## src/rtl/matrix_pkg.sv

```systemverilog
// Shared definitions for the random-matrix generator sequencer:
// store geometry, watchdog length, FSM state encoding and error codes.
package matrix_pkg;

  localparam int MAX_DIM    = 5;
  localparam int SLOTS      = 8;
  localparam int SLOT_WORDS = 32;
  localparam int TIMEOUT    = 64;

  localparam int SLOT_W = $clog2(SLOTS);
  localparam int IDX_W  = $clog2(SLOT_WORDS);
  localparam int ADDR_W = SLOT_W + IDX_W;
  localparam int WD_W   = $clog2(TIMEOUT);

  typedef enum logic [2:0] {
    ST_IDLE   = 3'd0,
    ST_CHECK  = 3'd1,
    ST_ERROR  = 3'd2,
    ST_START  = 3'd3,
    ST_RUN    = 3'd4,
    ST_FINISH = 3'd5,
    ST_DRAIN  = 3'd6
  } state_t;

  localparam logic [2:0] ERR_NONE     = 3'd0;
  localparam logic [2:0] ERR_DIM      = 3'd1;
  localparam logic [2:0] ERR_COUNT    = 3'd2;
  localparam logic [2:0] ERR_RANGE    = 3'd3;
  localparam logic [2:0] ERR_TIMEOUT  = 3'd4;
  localparam logic [2:0] ERR_MISMATCH = 3'd5;

endpackage

```

## src/rtl/slot_addr_gen.sv

```systemverilog
// Turns accepted generator strobes into registered store writes.
// Tracks the element index inside the current slot and advances the
// slot (modulo SLOTS) each time a full matrix has been written.
module slot_addr_gen
  import matrix_pkg::*;
(
  input  logic              clk,
  input  logic              rst,
  input  logic              load,
  input  logic [SLOT_W-1:0] load_slot,
  input  logic [IDX_W-1:0]  elem_last,
  input  logic              strobe,
  input  logic [7:0]        data,
  output logic              mem_we,
  output logic [ADDR_W-1:0] mem_addr,
  output logic [7:0]        mem_wdata
);

  logic [SLOT_W-1:0] cur_slot;
  logic [IDX_W-1:0]  elem_idx;

  // Slot/index counters and the write registered one cycle after each strobe
  always_ff @(posedge clk or posedge rst) begin
    if (rst) begin
      cur_slot  <= '0;
      elem_idx  <= '0;
      mem_we    <= 1'b0;
      mem_addr  <= '0;
      mem_wdata <= '0;
    end else begin
      mem_we <= 1'b0;
      if (load) begin
        cur_slot <= load_slot;
        elem_idx <= '0;
      end else if (strobe) begin
        mem_we    <= 1'b1;
        mem_addr  <= {cur_slot, elem_idx};
        mem_wdata <= data;
        if (elem_idx == elem_last) begin
          elem_idx <= '0;
          cur_slot <= cur_slot + 1'b1;
        end else begin
          elem_idx <= elem_idx + 1'b1;
        end
      end
    end
  end

endmodule

```

## src/rtl/rand_gen_ctrl.sv

```systemverilog
// Random-matrix generator sequencer: validates a request, starts the
// generator, maps its strobes onto store slots, supervises it with a
// watchdog and checks the element count on completion.
//
//   state  | meaning
//   IDLE   | ready for a request
//   CHECK  | validate latched dims, count, element range
//   ERROR  | pulse err for a rejected request
//   START  | pulse gen_start, load slot counters
//   RUN    | forward strobes to the store, watchdog active
//   FINISH | compare element total, pulse done or err
//   DRAIN  | discard strobes until gen_done or watchdog expiry
module rand_gen_ctrl
  import matrix_pkg::*;
(
  input  logic              clk,
  input  logic              rst,
  input  logic              req_valid,
  output logic              req_ready,
  input  logic [2:0]        req_dim_m,
  input  logic [2:0]        req_dim_n,
  input  logic [3:0]        req_count,
  input  logic [7:0]        cfg_elem_min,
  input  logic [7:0]        cfg_elem_max,
  input  logic              abort,
  output logic              gen_start,
  output logic [2:0]        gen_dim_m,
  output logic [2:0]        gen_dim_n,
  output logic [3:0]        gen_count,
  input  logic              gen_write_en,
  input  logic [7:0]        gen_data,
  input  logic              gen_done,
  output logic              mem_we,
  output logic [ADDR_W-1:0] mem_addr,
  output logic [7:0]        mem_wdata,
  output logic              busy,
  output logic              done,
  output logic              err,
  output logic [2:0]        err_code,
  output logic [SLOT_W-1:0] res_base,
  output logic [3:0]        res_count
);

  state_t            state;
  logic [7:0]        lat_min;
  logic [7:0]        lat_max;
  logic [SLOT_W-1:0] slot_ptr;
  logic [8:0]        total;
  logic [WD_W-1:0]   wd_cnt;

  logic [5:0]        elems_per_mat;
  logic [8:0]        job_total;
  logic [IDX_W-1:0]  elem_last;
  logic              strobe_ok;

  // Only checked jobs reach RUN, so m*n <= 25 and the 9-bit job total cannot overflow
  assign elems_per_mat = {3'b000, gen_dim_m} * {3'b000, gen_dim_n};
  assign job_total     = {3'b000, elems_per_mat} * {5'b00000, gen_count};
  assign elem_last     = IDX_W'(elems_per_mat - 6'd1);
  // A strobe arriving with abort is dropped so nothing is written once the job is cancelled
  assign strobe_ok     = (state == ST_RUN) && gen_write_en && !abort;

  slot_addr_gen u_slot_addr_gen (
    .clk       (clk),
    .rst       (rst),
    .load      (state == ST_START),
    .load_slot (slot_ptr),
    .elem_last (elem_last),
    .strobe    (strobe_ok),
    .data      (gen_data),
    .mem_we    (mem_we),
    .mem_addr  (mem_addr),
    .mem_wdata (mem_wdata)
  );

  // Sequencer FSM with registered handshake, status and result outputs
  always_ff @(posedge clk or posedge rst) begin
    if (rst) begin
      state     <= ST_IDLE;
      req_ready <= 1'b1;
      busy      <= 1'b0;
      gen_start <= 1'b0;
      gen_dim_m <= '0;
      gen_dim_n <= '0;
      gen_count <= '0;
      lat_min   <= '0;
      lat_max   <= '0;
      slot_ptr  <= '0;
      total     <= '0;
      wd_cnt    <= '0;
      done      <= 1'b0;
      err       <= 1'b0;
      err_code  <= ERR_NONE;
      res_base  <= '0;
      res_count <= '0;
    end else begin
      gen_start <= 1'b0;
      done      <= 1'b0;
      err       <= 1'b0;
      case (state)
        ST_IDLE: begin
          if (req_valid) begin
            gen_dim_m <= req_dim_m;
            gen_dim_n <= req_dim_n;
            gen_count <= req_count;
            lat_min   <= cfg_elem_min;
            lat_max   <= cfg_elem_max;
            err_code  <= ERR_NONE;
            req_ready <= 1'b0;
            busy      <= 1'b1;
            state     <= ST_CHECK;
          end
        end
        ST_CHECK: begin
          if (gen_dim_m == 3'd0 || gen_dim_m > 3'(MAX_DIM) ||
              gen_dim_n == 3'd0 || gen_dim_n > 3'(MAX_DIM)) begin
            err_code <= ERR_DIM;
            state    <= ST_ERROR;
          end else if (gen_count == 4'd0 || gen_count > 4'(SLOTS)) begin
            err_code <= ERR_COUNT;
            state    <= ST_ERROR;
          end else if ($signed(lat_min) > $signed(lat_max)) begin
            err_code <= ERR_RANGE;
            state    <= ST_ERROR;
          end else begin
            state <= ST_START;
          end
        end
        ST_ERROR: begin
          err       <= 1'b1;
          req_ready <= 1'b1;
          busy      <= 1'b0;
          state     <= ST_IDLE;
        end
        ST_START: begin
          gen_start <= 1'b1;
          total     <= '0;
          wd_cnt    <= WD_W'(TIMEOUT - 1);
          state     <= ST_RUN;
        end
        ST_RUN: begin
          if (abort) begin
            wd_cnt <= WD_W'(TIMEOUT - 1);
            state  <= ST_DRAIN;
          end else begin
            if (gen_write_en) begin
              total <= total + 9'd1;
            end
            if (gen_done) begin
              state <= ST_FINISH;
            end else if (gen_write_en) begin
              wd_cnt <= WD_W'(TIMEOUT - 1);
            end else if (wd_cnt == '0) begin
              err_code <= ERR_TIMEOUT;
              wd_cnt   <= WD_W'(TIMEOUT - 1);
              state    <= ST_DRAIN;
            end else begin
              wd_cnt <= wd_cnt - 1'b1;
            end
          end
        end
        ST_FINISH: begin
          if (total == job_total) begin
            done      <= 1'b1;
            res_base  <= slot_ptr;
            res_count <= gen_count;
            // count == SLOTS wraps back to the same pointer
            slot_ptr  <= slot_ptr + gen_count[SLOT_W-1:0];
          end else begin
            err_code <= ERR_MISMATCH;
            err      <= 1'b1;
          end
          req_ready <= 1'b1;
          busy      <= 1'b0;
          state     <= ST_IDLE;
        end
        ST_DRAIN: begin
          if (gen_done || (!gen_write_en && wd_cnt == '0)) begin
            err       <= (err_code != ERR_NONE);
            req_ready <= 1'b1;
            busy      <= 1'b0;
            state     <= ST_IDLE;
          end else if (gen_write_en) begin
            wd_cnt <= WD_W'(TIMEOUT - 1);
          end else begin
            wd_cnt <= wd_cnt - 1'b1;
          end
        end
        default: begin
          req_ready <= 1'b1;
          busy      <= 1'b0;
          state     <= ST_IDLE;
        end
      endcase
    end
  end

endmodule

```

## config.mk

```make
export PLATFORM = sky130hd
export DESIGN_NAME = rand_gen_ctrl
export DESIGN_NICKNAME = d
export VERILOG_FILES = /design/src/rtl/matrix_pkg.sv /design/src/rtl/slot_addr_gen.sv /design/src/rtl/rand_gen_ctrl.sv
export SDC_FILE = /design/constraint.sdc
export NUM_CORES = 1
export LEC_CHECK = 0
export CORE_UTILIZATION = 49
export DETAILED_ROUTE_END_ITERATION = 10
export HOLD_SLACK_MARGIN = 0.05
export PLACE_DENSITY_LB_ADDON = 0.3
export SKIP_CTS_REPAIR_TIMING = 1
export SYNTH_ARGS = -nofsm -noshare
export SYNTH_HDL_FRONTEND = slang
export SYNTH_SLANG_ARGS = --single-unit
```

## constraint.sdc

```tcl
create_clock -name clk -period 5.5 [get_ports clk]
set_input_delay 1.65 -clock clk [delete_from_list [all_inputs] [get_ports clk]]
set_output_delay 1.65 -clock clk [all_outputs]
set_load 0.01 [all_outputs]
```

==> results.txt, run 1 <==
----------------------------------------------------
[Timing]
  Setup_tns ... 0 ns
  Unrepaired setup endpoints after global routing ... false
  Worst slew margin relative to its limit ... a little under half
  Total count of max-transition violations in the final report ... 0
  Maximum clock frequency ... ~190 MHz
  Worst hold margin ... ~0.48 ns
  Final Hold Violating Endpoints ... 0
  Measured slew at the worst slew-check pin ... slightly below 0.8 ns
  Clock tree skew after final layout ... around 0.0089 ns
  Minimum period implied by the final worst setup slack ... 5.22 ns
  Post-route clock period utilization ... a little over nine tenths
  Final setup vio count ... 0
  Worst setup margin ... roughly 0.28 ns

[Synthesis]
  Flip-flop and latch count after synthesis ... 87
  Count of distinct cell types in the synthesized netlist ... 51
  Area share of the leading cell type in the synthesized netlist ... between 40 and 50%
  Main combinational cell family by area after synthesis ... simple AND/OR/NAND/NOR gates
  Post-Synth Simple-Gate Area ... between 10% and 20%
  Compound-cell area share of the yosys netlist ... about a tenth
  Post-synthesis instance total ... a little over 500
  Synthesized area per cell ... between 9 and 10 um^2
  Yosys warns ... 0
  Synth async-reset ratio ... 100%
  Post-synthesis cell type with the largest combined area ... sky130_fd_sc_hd__dfrtp_1
  Post-synthesis instance area ... a little over 5000 um^2
  Mux contribution to synthesized area ... under 10%
  Synth Area in Adders ... around 12%
  Top cells by area, synth ... sky130_fd_sc_hd__dfrtp_1, sky130_fd_sc_hd__ha_1, sky130_fd_sc_hd__nand2_1, sky130_fd_sc_hd__mux2_2, sky130_fd_sc_hd__fa_1
  Number of synthesized flops with an enable pin ... 0
  Synth Net Count ... ~600
  Part of the Yosys area used for sequential elements ... between 40 and 50%
  Area share of xor/xnor cells in the synthesized design ... ~6.3%
  Post-synth top flop ... sky130_fd_sc_hd__dfrtp_1

[Setup path]
  Required time reported for the critical path endpoint ... 5.76 ns
  Critical-path maximum fanout ... 7
  Reg-to-Reg Start ... gen_dim_m[1]
  CP Data Arrival Time ... between 5 and 6 ns
  Endpoint of the most critical setup path ... err_code[0]
  Start point of the critical path ... gen_dim_m[1]
  Critical Path Sink Type ... flip-flop
  Reg2Reg Setup Slack ... 0.28 ns
  Nature of the critical path startpoint ... flip-flop
  Worst reg2reg path depth ... 16
  Reg-to-Reg End ... err_code[0]
  Critical Setup Path Class ... flip-flop to flip-flop

[Place]
  Half-perimeter wire length of the detailed placement result ... 7920 um
  Final weighted congestion in routability-driven placement ... between 0.8 and 0.9
  Placed cell count ... between 700 and 800
  Area of placed instances ... between 6000 and 7000 um^2
  Count of input and output buffers ... 81
  Place WS ... 0.0414 ns

[Cells and area]
  Combined area of the multi-input logic cells ... between 2000 and 3000 um^2
  Share of final-layout standard cells stronger than drive strength 1 ... roughly 10%
  Area added between synthesis and finish ... 23.9%
  Final non-filler cell total ... 734
  Fillers ... just over 800
  # diodes ... 0
  Storage element area ... approximately 2200 um^2
  Layout Nets ... 678
  Fin area ... between 6000 and 7000 um^2

[Power]
  Ratio of total power to cell area ... between 600 and 700 nW/um^2
  Largest vdd supply drop ... 0.355 mV
  Total leakage power ... roughly 2.9 nW

[Drt]
  Initial DRC count ... 253
  Routed vias ... ~4,000
  Router iterations before antenna repair ... 4
  Final ANT Viol Nets ... 0
  Vias per Instance ... between 5 and 6
  Drt total wl ... 10,600 um
  DRC Markers ... 0
  Drt wl/cell ... around 15 um

[Die]
  Die boundary width ... ~100 um
  Height of the die ... between 100 and 150 um
  Die footprint ... about 11,000 um^2
  Number of primary I/O pins ... 82
  Cell Rows ... 36
  Core box area ... about 9900 um^2
  Initial Utilization ... around 50%

[Global routing]
  Met2 capacity usage during global routing ... approximately a third
  GRT Max-Usage Layer ... met2
  Largest net degree at the start of global routing ... 50
  Global-route wire length before repair ... between 15,000 and 20,000 um
  Met3 usage ... 4.09%
  Number of global-route vias before repair ... approximately 3,800
  Antenna violations before repair ... 0
  GR Util All Layers ... about a fifth
  Global routing met1 resource utilization ... a little under 30%
  Congestion Overflow GR ... 0

[Clock network]
  Post-CTS clock slew at the launch and capture registers of the worst setup and hold paths ... around 0.09 ns
  TritonCTS Sinks ... 87
  Clock tree from TritonCTS ... built
  Clock network latency to the later pin of the worst-skew pair ... around 0.37 ns
  Inserted Clock Buffers ... 9
  Cell at the root of the clock tree ... sky130_fd_sc_hd__clkbuf_8
  H-Tree Level Count ... 3
  Bufs on Longest Clock Path ... 2

[Job]
  Number of maximum-capacitance violations ... 0

[Status]
  Outcome ... complete, no violations

[Worst hold path]
  Path type of the worst min-delay path ... flip-flop to flip-flop

----------------------------------------------------
-- cell type report --
class | instances | share of cell area [%]
multi-input combinational | 371 | 42.9
sequential | 87 | 34.8
timing repair buffer | 87 | 13.7
tap | 133 | 2.65
inverter | 40 | 2.42
clock buffer | 9 | 1.98
clock inverter | 7 | 1.66
-- flip-flops by register name (all words and copies together) (netlist names), 5 cells and up --
| register | cells |
|---|---|
| lat_min | 8 |
| lat_max | 8 |
| u_slot_addr_gen.mem_addr | 8 |
| u_slot_addr_gen.mem_wdata | 8 |
| total | 9 |
| u_slot_addr_gen.elem_idx | 5 |
| wd_cnt | 6 |
-- where the power goes --
group	switching [mW]	internal, mW	total (mW)
sequential	0.235	0.859	1.09
combinational	1.26	1.16	2.42
clock	0.249	0.261	0.510
total	1.75	2.28	4.03
-- synth_stat cells (all sizes together) (6+ instances only) --
master   n
a21o     6
a21oi   13
a31oi    6
and2    12
clkbuf  13
dfrtp   86
fa      11
ha      31
inv     40
mux2    27
nand2   92
nand2b   6
nand3   11
nand4    7
nor2    17
nor3    11
o21ai   31
xnor2   19
xor2    12
-- metal layers --
layer | part of all wire (%) | wire [um]
met5 | 0 | 0
met4 | 1.4 | 150
met3 | 3.6 | 382
met2 | 47 | 5000
met1 | 48 | 5110
-- placed cells by master (no fill, tap or decap), drive strengths merged, types with 3 or more instances in the layout --
master,n
xor2,12
clkdlybuf4s50,81
buf,6
xnor2,19
mux2i,5
o31ai,5
a31oi,6
clkinv,4
nor3,11
dfrtp,86
o21ai,31
ha,31
a211oi,4
inv,41
fa,11
nand2,92
or3,4
nor2,17
clkbuf,9
nand4,7
a21o,6
nand3,11
and3,5
and2,12
or3b,4
nor2b,5
a21oi,13
nor4,3
nand2b,6
mux2,27
-- metrics by stage --
step / total power, mW / util, %
2_1_floorplan: 2.78 / -
3_3_place_gp: 3.34 / 60.7
3_5_place_dp: 3.46 / 60.7
4_1_cts: 3.99 / 63.0
5_1_grt: 4.38 / 63.3
6_report: 4.03 / 63.3
-- worst min path at each step --
stage / startpoint / to / slack, ns / cells after the start
final: u_slot_addr_gen.mem_wdata[7] / u_slot_addr_gen.mem_wdata[7] / 0.48 / 2
after detailed placement: u_slot_addr_gen.mem_addr[2] / u_slot_addr_gen.mem_addr[2] / 0.46 / 2
after global routing: wd_cnt[5] / wd_cnt[5] / 0.50 / 1
after floorplan: wd_cnt[5] / wd_cnt[5] / 0.44 / 1
after global placement: u_slot_addr_gen.mem_wdata[1] / u_slot_addr_gen.mem_wdata[1] / 0.46 / 2
after CTS: wd_cnt[5] / wd_cnt[5] / 0.49 / 1
-- kinds of logic (layout without fill, tap and decap cells) --
| kind of cell | after synthesis | after routing |
|---|---|---|
| compound gates | 79 | 79 |
| xor+xnor | 33 | 33 |
| fa+ha+maj | 42 | 42 |
| buf+inv | 58 | 143 |
| flops | 87 | 87 |
| mux | 32 | 32 |
| simple gates | 185 | 185 |
-- worst max-delay path, stage by stage (launching register included) --
cell and delay (ns):
sky130_fd_sc_hd__dfrtp_1 0.44, sky130_fd_sc_hd__nand2_1 0.10, sky130_fd_sc_hd__fa_1 0.50, sky130_fd_sc_hd__inv_1 0.05, sky130_fd_sc_hd__ha_1 0.22, sky130_fd_sc_hd__fa_1 0.60
sky130_fd_sc_hd__nand2_1 0.11, sky130_fd_sc_hd__fa_1 0.53, sky130_fd_sc_hd__fa_1 0.55, sky130_fd_sc_hd__inv_1 0.04, sky130_fd_sc_hd__ha_1 0.35, sky130_fd_sc_hd__a21oi_1 0.15
sky130_fd_sc_hd__o21ai_1 0.12, sky130_fd_sc_hd__a31oi_1 0.21, sky130_fd_sc_hd__xnor3_2 0.51, sky130_fd_sc_hd__a41o_1 0.33, sky130_fd_sc_hd__mux2_4 0.31
No activity file was read; power rests on OpenSTA's default activity.
==> run 2, diff against run 1 <==
--- a/config.mk
+++ b/config.mk
@@ -7,7 +7,7 @@
 export LEC_CHECK = 0
 export CORE_UTILIZATION = 49
 export DETAILED_ROUTE_END_ITERATION = 10
-export HOLD_SLACK_MARGIN = 0.05
+export HOLD_SLACK_MARGIN = 0.15
 export PLACE_DENSITY_LB_ADDON = 0.3
 export SKIP_CTS_REPAIR_TIMING = 1
 export SYNTH_ARGS = -nofsm -noshare
==> results of run 2 <==
Final layout, timing and power as in run 1 (identical DEF).
==> run 3, diff against run 2 <==
--- a/config.mk
+++ b/config.mk
@@ -5,11 +5,13 @@
 export SDC_FILE = /design/constraint.sdc
 export NUM_CORES = 1
 export LEC_CHECK = 0
-export CORE_UTILIZATION = 49
+export CORE_UTILIZATION = 58
 export DETAILED_ROUTE_END_ITERATION = 10
+export DONT_BUFFER_PORTS = 1
 export HOLD_SLACK_MARGIN = 0.15
 export PLACE_DENSITY_LB_ADDON = 0.3
 export SKIP_CTS_REPAIR_TIMING = 1
+export SLEW_MARGIN = 20
 export SYNTH_ARGS = -nofsm -noshare
 export SYNTH_HDL_FRONTEND = slang
 export SYNTH_SLANG_ARGS = --single-unit
==> run 3 against run 2 <==
Compared with the run above:
- sequential share of layout area up 5.6 points
- clock-buffer cell count grew 1
- via count decreased by 8.3%
- maximum frequency down 0.30%
- total power shrank 8.6%
- register-to-register slack worse by 0.02 ns
- sequential cell count unchanged
- hold slack improved by 0.0099 ns
==> results.txt, run 3 (synthesized netlist as in run 1, its figures left out) <==
----------------------------------------------------
[Status]
  Outcome ... complete, no violations (unchanged)

[Power]
  Ratio of total power to cell area ... 683 nW/um^2 (was 643 nW/um^2)
  Total leakage power ... 2.59 nW (was 2.90 nW)
  Sequential Power Share ... 30.5% (was 27.1%)
  Switching share of power ... 45.6% (was 43.4%)
  Internal cell power ... 2.00 mW (was 2.28 mW)
  Comb pwr share ... 58.2% (was 60.2%)
  Power share of the clock group ... 11.3% (was 12.7%)
  Largest vdd supply drop ... 0.322 mV (was 0.355 mV)
  Switching component of the power ... 1.68 mW (was 1.75 mW)
  Total power of the final layout ... 3.68 mW (was 4.03 mW)

[Clock network]
  Bufs on Longest Clock Path ... 2 (unchanged)
  TritonCTS Sinks ... 87 (unchanged)
  Post-CTS clock slew at the launch and capture registers of the worst setup and hold paths ... 0.09 ns (about the same)
  Clock tree from TritonCTS ... built (unchanged)
  H-Tree Level Count ... 3 (unchanged)
  Cell at the root of the clock tree ... sky130_fd_sc_hd__clkbuf_8 (unchanged)
  Inserted Clock Buffers ... 9 (unchanged)
  Clock network latency to the later pin of the worst-skew pair ... 0.36 ns (was 0.37 ns)

[Timing]
  Final Hold Violating Endpoints ... 0 (unchanged)
  Maximum clock frequency ... 191 MHz (about the same)
  Clock tree skew after final layout ... 0.00997 ns (was 0.00894 ns)
  Final setup vio count ... 0 (unchanged)
  Minimum period implied by the final worst setup slack ... 5.24 ns (was 5.22 ns)
  Setup_tns ... 0 ns (unchanged)
  Post-route clock period utilization ... 95.3% (was 95.0%)
  Worst slew margin relative to its limit ... 43.3% (was 47.1%)
  Total count of max-transition violations in the final report ... 0 (unchanged)
  Measured slew at the worst slew-check pin ... 0.843 ns (was 0.787 ns)
  Unrepaired setup endpoints after global routing ... false (unchanged)

[Global routing]
  Congestion Overflow GR ... 0 (unchanged)
  Global-route wire length before repair ... 17,200 um (was 18,400 um)
  GR Util All Layers ... 25.0% (was 21.2%)
  Largest net degree at the start of global routing ... 66 (was 50)
  Number of global-route vias before repair ... 3,599 (was 3,836)
  Antenna violations before repair ... 0 (unchanged)

[Setup path]
  Critical Setup Path Class ... flip-flop to flip-flop (unchanged)
  CP Data Arrival Time ... 5.48 ns (was 5.49 ns)
  Nature of the critical path startpoint ... flip-flop (unchanged)
  Critical Path Sink Type ... flip-flop (unchanged)
  Critical-path maximum fanout ... 9 (was 7)
  Required time reported for the critical path endpoint ... 5.74 ns (was 5.76 ns)

[Drt]
  DRC Markers ... 0 (unchanged)
  Drt total wl ... 10,400 um (was 10,600 um)
  Router iterations before antenna repair ... 4 (unchanged)
  Final ANT Viol Nets ... 0 (unchanged)
  Routed vias ... 3,595 (was 3,922)
  Drt wl/cell ... 16.5 um (was 14.5 um)
  Vias per Instance ... 5.71 (was 5.34)
  Initial DRC count ... 169 (was 253)

[Cells and area]
  Fin area ... 5390 um^2 (was 6270 um^2)
  Top library cells by usage in the layout, fill and taps aside ... sky130_fd_sc_hd__nand2_1, sky130_fd_sc_hd__dfrtp_1, sky130_fd_sc_hd__inv_1, sky130_fd_sc_hd__o21ai_0, sky130_fd_sc_hd__ha_1 (was sky130_fd_sc_hd__nand2_1, sky130_fd_sc_hd__dfrtp_1, sky130_fd_sc_hd__clkdlybuf4s50_1, sky130_fd_sc_hd__inv_1, sky130_fd_sc_hd__ha_1)
  # diodes ... 0 (unchanged)
  Most frequent standard cell in the layout excluding fill and tap cells ... sky130_fd_sc_hd__nand2_1 (unchanged)
  End-of-flow core utilization ... 64.6% (was 63.3%)
  Layout Nets ... 602 (was 678)
  Share of final-layout standard cells stronger than drive strength 1 ... 11.8% (was 10.1%)
  Number of flip-flops in the largest register ... 9 (unchanged)
  Area added between synthesis and finish ... 6.53% (was 23.9%)
  Register with the highest flop count ... total (unchanged)
  Final non-filler cell total ... 630 (was 734)

[Place]
  Placed cell count ... 614 (was 718)
  Count of input and output buffers ... 0 (was 81)
  Half-perimeter wire length of the detailed placement result ... 7670 um (was 7920 um)
  Final weighted congestion in routability-driven placement ... 0.872 (was 0.859)
  Area of placed instances ... 5210 um^2 (was 6020 um^2)

[Die]
  Height of the die ... 95.4 um (was 104 um)
  Cell Rows ... 33 (was 36)
  Number of primary I/O pins ... 82 (unchanged)
  Initial Utilization ... 60.7% (was 51.1%)
  Die boundary width ... 95.4 um (was 104 um)
  Core box area ... 8340 um^2 (was 9910 um^2)
  Die footprint ... 9100 um^2 (was 10,700 um^2)

[Worst hold path]
  Path type of the worst min-delay path ... flip-flop to flip-flop (unchanged)

[Job]
  Number of maximum-capacitance violations ... 0 (unchanged)

----------------------------------------------------
-- run 3: stage by stage --
stage / hold WS [ns] / setup slack, ns
after floorplan: 0.443 / 0.205
after global placement: 0.469 / 0.444
after detailed placement: 0.485 / 0.306
after CTS: 0.498 / 0.280
after global routing: 0.511 / 0.0458
final: 0.493 / 0.259
-- run 3: area by class of cell --
class / instances / area (um^2)
timing repair buffer: 11 / 82.6
inverter: 40 / 153
tap: 105 / 131
multi-input combinational: 371 / 2670
sequential: 87 / 2180
clock buffer: 10 / 128
clock inverter: 6 / 51.3
fill: 695 / 2950
-- run 3: metal layers --
metal | track usage [%] | vias up | part of all wire, %
met5 | 0 | - | 0
met4 | 6.72 | 0 | 1.2
met3 | 5.10 | 10 | 3.3
met2 | 41.8 | 56 | 50
met1 | 33.1 | 1767 | 45
li1 | - | 1762 | -
-- run 3: critical path, cell delays in order (launching register included) --
cell and delay (ns):
sky130_fd_sc_hd__dfrtp_1 0.35, sky130_fd_sc_hd__nand2_1 0.08, sky130_fd_sc_hd__fa_1 0.53, sky130_fd_sc_hd__inv_1 0.04
sky130_fd_sc_hd__ha_1 0.22, sky130_fd_sc_hd__fa_1 0.61, sky130_fd_sc_hd__nand2_1 0.11, sky130_fd_sc_hd__fa_1 0.50
sky130_fd_sc_hd__fa_1 0.55, sky130_fd_sc_hd__inv_1 0.05, sky130_fd_sc_hd__ha_1 0.34, sky130_fd_sc_hd__nand2_1 0.06
sky130_fd_sc_hd__o21ai_0 0.29, sky130_fd_sc_hd__a31oi_1 0.15, sky130_fd_sc_hd__xnor3_1 0.51, sky130_fd_sc_hd__nand4_2 0.34
sky130_fd_sc_hd__mux2_2 0.40
-- run 3: worst paths after layout --
path	from	endpoint	slack, ns	cells past startpoint
worst max-delay path	gen_dim_n[2]	slot_ptr[0]	0.26	16
worst min-delay path	wd_cnt[5]	wd_cnt[5]	0.49	1
worst max register to register	gen_dim_n[2]	slot_ptr[0]	0.26	16
worst min register to register	wd_cnt[5]	wd_cnt[5]	0.49	1
max in group asynchronous	rst	slot_ptr[1]	3.38	2
min in group asynchronous	rst	u_slot_addr_gen.elem_idx[4]	1.30	1
-- run 3: power by group through the flow --
stage	Clock, mW	Combinational, mW	Sequential [mW]
after global placement	0	2.06	1.13
after detailed placement	0	2.12	1.14
final	0.417	2.14	1.12
after CTS	0.431	2.15	1.12
after floorplan	0	1.72	1.06
after global routing	0.456	2.43	1.16
